===== src/rtl/reg_file_64.sv =====
// LEGv8 register file: 32 x 64-bit GPRs, two registered read ports, one write port, X31 = XZR.
// Same-edge read/write of one index returns the new value when REGFILE_BYPASS_EN is defined, else the old one.
module reg_file_64 #(
  parameter int DATA_W = 64,
  parameter int ADDR_W = 5,
  parameter int ZR_IDX = 31
) (
  input  logic              clk,
  input  logic              rst_n,
  input  logic              rd_en,
  input  logic [ADDR_W-1:0] read_reg1,
  input  logic [ADDR_W-1:0] read_reg2,
  input  logic              reg_write,
  input  logic [ADDR_W-1:0] write_reg,
  input  logic [DATA_W-1:0] write_data,
  output logic [DATA_W-1:0] read_data1,
  output logic [DATA_W-1:0] read_data2,
  output logic              rd_valid
);

  localparam int NREGS = 2 ** ADDR_W;
  localparam logic [ADDR_W-1:0] ZR = ADDR_W'(ZR_IDX);

  logic [DATA_W-1:0] regs_q [NREGS];
  logic [DATA_W-1:0] read_data1_q, read_data1_d;
  logic [DATA_W-1:0] read_data2_q, read_data2_d;
  logic              rd_valid_q;
  logic              wr_live;

  // XZR is never written, so its storage stays at the reset value.
  assign wr_live = reg_write && (write_reg != ZR);

  always_ff @(posedge clk or negedge rst_n) begin
    if (!rst_n) begin
      for (int i = 0; i < NREGS; i++) begin
        regs_q[i] <= '0;
      end
    end else if (wr_live) begin
      regs_q[write_reg] <= write_data;
    end
  end

  always_comb begin
    read_data1_d = (read_reg1 == ZR) ? '0 : regs_q[read_reg1];
    read_data2_d = (read_reg2 == ZR) ? '0 : regs_q[read_reg2];
`ifdef REGFILE_BYPASS_EN
    // wr_live already excludes XZR, so a bypassed read never returns nonzero for X31.
    if (wr_live && (write_reg == read_reg1)) begin
      read_data1_d = write_data;
    end
    if (wr_live && (write_reg == read_reg2)) begin
      read_data2_d = write_data;
    end
`endif
  end

  always_ff @(posedge clk or negedge rst_n) begin
    if (!rst_n) begin
      read_data1_q <= '0;
      read_data2_q <= '0;
      rd_valid_q   <= 1'b0;
    end else begin
      if (rd_en) begin
        read_data1_q <= read_data1_d;
        read_data2_q <= read_data2_d;
      end
      rd_valid_q <= rd_en;
    end
  end

  assign read_data1 = read_data1_q;
  assign read_data2 = read_data2_q;
  assign rd_valid   = rd_valid_q;

endmodule


===== config.mk =====
export PLATFORM = sky130hd
export DESIGN_NAME = reg_file_64
export DESIGN_NICKNAME = d
export VERILOG_FILES = /design/src/rtl/reg_file_64.sv
export SDC_FILE = /design/constraint.sdc
export NUM_CORES = 2
export LEC_CHECK = 0
export BUFFER_PORTS_ARGS = -buffer_cell sky130_fd_sc_hd__buf_2
export CORE_ASPECT_RATIO = 1.4
export CORE_MARGIN = 2
export CORE_UTILIZATION = 40
export DETAILED_ROUTE_END_ITERATION = 10
export HOLD_SLACK_MARGIN = 0.05
export RECOVER_POWER = 25
export SLEW_MARGIN = 20
export SYNTH_ARGS = -nofsm -noshare
export SYNTH_HDL_FRONTEND = slang
export SYNTH_SLANG_ARGS = --single-unit

===== constraint.sdc =====
create_clock -name clk -period 2.2 [get_ports clk]
set_clock_uncertainty 0.1 [all_clocks]
set_input_delay 0.11 -clock clk [delete_from_list [all_inputs] [get_ports clk]]
set_output_delay 0.11 -clock clk [all_outputs]
set_load 0.005 [all_outputs]

==> results_dict.tcl <==
set metrics [dict create \
    post-route-drc-count 0 \
    hpwl_um 256000 \
    rrSetupSlack_ns 0.05 \
    path_clk_slew_ns 0.07 \
    met3_usage_pct 4.73 \
    die_w_um 452 \
    ioPinCount 212 \
    dp_slack_ns -0.392 \
    clkPwrFrac_pct 34.3 \
    cts_buffer_depth 4 \
    drv_slew 0 \
    ys_ff_latch 2177 \
    fp.dieH_um 632 \
    dieArea_um2 286000 \
    syn_inst 7589 \
    gp_congestion 0.838 \
    grt_max_degree 136 \
    nNetsFinal 8005 \
    worstSetupPathType "input pin to flop" \
    reg2reg_depth 4 \
    cts.sinks 2177 \
    ys_warn_count 0 \
    rsz0062_at_grt "no" \
    finalHoldViolations 0 \
    p_int_mw 84.6 \
    busiest_layer "met2" \
    async_flop_share_pct 100 \
    synth_cell_types 46 \
    cts-buffers-inserted 219 \
    grt_use_met1_pct 37.0 \
    grt-ovfl-total 0 \
    final.setup.worst_slack_ns 0.0156 \
    drt_iter0_drc 7171 \
    crit_fanout 20 \
    setup_viol 0 \
    required_ns 2.85 \
    drive_above_1_share_pct 50.7 \
    fp-row-count 230 \
    max-slew-margin-rel_pct 12.1 \
    setup_tns_ns 0 \
    reg2reg_to "read_data2[60]" \
    worstSetupStartpoint "write_reg[0]" \
    ant_nets 0 \
    ys.flop_type "dfrtp_1" \
    min_period_over_period_pct 99.3 \
    crit_path_end_kind "flop" \
    routed_wl_um 401000 \
    tritoncts "yes" \
    maxCapViolCount 0 \
    outcome "complete, no violations" \
    syn-cell-area_um2 113000 \
    ir_drop_mv 0.720 \
    antenna_found_initial 30 \
    grt_pass1_vias 78300 \
    cp-start-kind "input pin" \
    dr.pass1.iters 5 \
    design.core.area_um2 280000 \
    grt_usage_pct 27.8 \
    reg2reg_from "regs_q[1788]" \
    pwr-share-comb_pct 19.7 \
    power_switching_mw 32.4 \
    via_per_inst 6.33 \
    p_sw_share_pct 27.7 \
    start_util_pct 40.2 \
    power_frac_seq_pct 46.0 \
    powerDensity_nw_per_um2 889 \
    cts_root_buf "clkbuf_16" \
    avgSynthCellArea_um2 14.8 \
    hp-class "input pin to flop" \
    crit_path_end "regs_q[1015]" \
    wl_per_cell_um 33.9 \
    ctsHtreeMaxLevel 4 \
    io_buffers 211 \
    p_leak_nw 58.2 \
    synthToLayoutAreaGrowth_pct 16.9 \
    synth-edff-count 0 \
    syn-num-nets 7672 \
    vias 74800 \
    arrival_ns 2.84 \
    grt_pass1_wl_um 580000 \
    clk-insertion-delay-late_ns 0.93 \
    grt_use_met2_pct 45.0 \
    tightest_slew_ns 1.32 \
    min_period_ns 2.18 \
    max_freq_mhz 458 \
    ys_seq_area_share_pct 48.4 \
]
registers in the layout, summed over array words and instances (netlist names):
signal      flops
rd_valid        1
read_data1     64
regs_q       2048
read_data2     64
power by group through the flow:
stage	Sequential [mW]	Clock [mW]	Combinational [mW]
5_1_grt	54.6	42.2	24.7
3_3_place_gp	53.8	0	22.3
4_1_cts	53.6	40.7	23.2
6_report	53.8	40.1	23.1
2_1_floorplan	51.7	0	16.8
3_5_place_dp	54.3	0	23.0
routing by layer:
metal	vias up	part of all wire (%)
met5	-	0.034
met4	22	4.7
met3	866	6.5
met2	2962	48
met1	41100	41
li1	29800	-
critical path, stage by stage:
cell and delay [ns]:
dlygate4sd3_1 0.56, buf_2 0.14, nor3b_1 0.81, nand2_4 0.44, buf_12 0.31, mux2_2 0.34
area by class of cell:
class                           count  area, µm²
Sequential cell                  2177      54500
Antenna cell                        4       10.0
Clock inverter                     92       1210
Fill cell                       24400     149000
Inverter                            2       20.0
Clock buffer                      305       6320
Timing Repair Buffer              978      10300
Tap cell                         3712       4640
Multi-Input combinational cell   4544      54600
cell families (layout without fill, tap and decap cells):
kind of cell / Yosys count / count (layout) / share of synthesized area, %
compound gates: 657 / 657 / 4.10
buf+inv: 868 / 1377 / 3.43
flops: 2177 / 2177 / 48.4
mux: 3511 / 3511 / 42.5
other cells: 0 / 4 / 0
simple gates: 376 / 376 / 1.58
metrics by stage:
| step | power, mW | utilization, % | hold WS, ns | instances | instance area (µm²) |
|---|---|---|---|---|---|
| floorplan | 68.5 | - | -0.286 | 7589 | 113000 |
| detailed placement | 77.2 | 44.0 | 0.285 | 11300 | 123000 |
| global placement | 76.2 | 44.0 | 0.280 | 11300 | 123000 |
| global route | 122 | 46.9 | 0.149 | 11800 | 132000 |
| CTS | 117 | 47.0 | 0.0603 | 11800 | 132000 |
| finish | 117 | 46.9 | 0.0772 | 11800 | 132000 |
worst min-delay path by stage:
stage / startpoint / endpoint / slack [ns] / depth (start not counted)
after global routing: read_reg2[0] / read_data2[7] / 0.15 / 5
after CTS: read_reg2[0] / read_data2[33] / 0.06 / 8
final: read_reg2[0] / read_data2[5] / 0.08 / 7
after floorplan: rst_n / rd_valid / -0.29 / 0
after detailed placement: regs_q[7] / regs_q[7] / 0.29 / 0
after global placement: regs_q[0] / regs_q[0] / 0.28 / 0
cell usage after synthesis, types with 4 or more instances:
master / n / area (µm²)
buf_1: 52 / 195
a211oi_1: 33 / 248
buf_8: 8 / 120
o2bb2ai_1: 12 / 105
nor2_1: 171 / 642
nand2b_1: 6 / 37.5
nand3b_1: 5 / 37.5
clkbuf_1: 577 / 2170
o21ai_0: 133 / 666
buf_6: 25 / 282
a21oi_1: 66 / 330
nor2_2: 4 / 25.0
mux4_2: 815 / 18400
nand2_1: 34 / 128
buf_4: 26 / 195
a21o_1: 51 / 383
nand3_1: 6 / 30.0
nor3b_1: 4 / 30.0
a32o_1: 64 / 641
dfrtp_1: 2177 / 54500
nor3_1: 54 / 270
mux2_2: 2000 / 22500
a2111oi_0: 67 / 587
mux2i_1: 696 / 6970
o221ai_1: 65 / 569
buf_2: 178 / 891
nor2b_1: 47 / 294
o311ai_0: 4 / 35.0
nor4_1: 35 / 219
o311ai_1: 5 / 43.8
o22ai_1: 144 / 901
repair_timing:
item | CTS | global route
setup buffers | 0 | 3
setup endpoints to repair | 1 | 52
resized for setup | 1 | 15
hold buffers | 90 | 0
hold endpoints to repair | 4279 | 0
placed cells by master, fill, tap and decap left out, types with 53 or more instances in the layout:
| cell type | instances |
|---|---|
| a2111oi_0 | 58 |
| a21oi_1 | 65 |
| a32o_1 | 64 |
| buf_12 | 259 |
| buf_2 | 198 |
| buf_4 | 392 |
| clkbuf_1 | 54 |
| clkbuf_16 | 222 |
| dfrtp_1 | 2177 |
| dlygate4sd3_1 | 87 |
| mux2_2 | 2000 |
| mux2i_1 | 696 |
| mux4_2 | 815 |
| nor2_1 | 159 |
| nor3_1 | 53 |
| o21ai_0 | 131 |
| o221ai_1 | 65 |
| o22ai_1 | 144 |
Note: power is estimated with default switching activity, not from simulation.
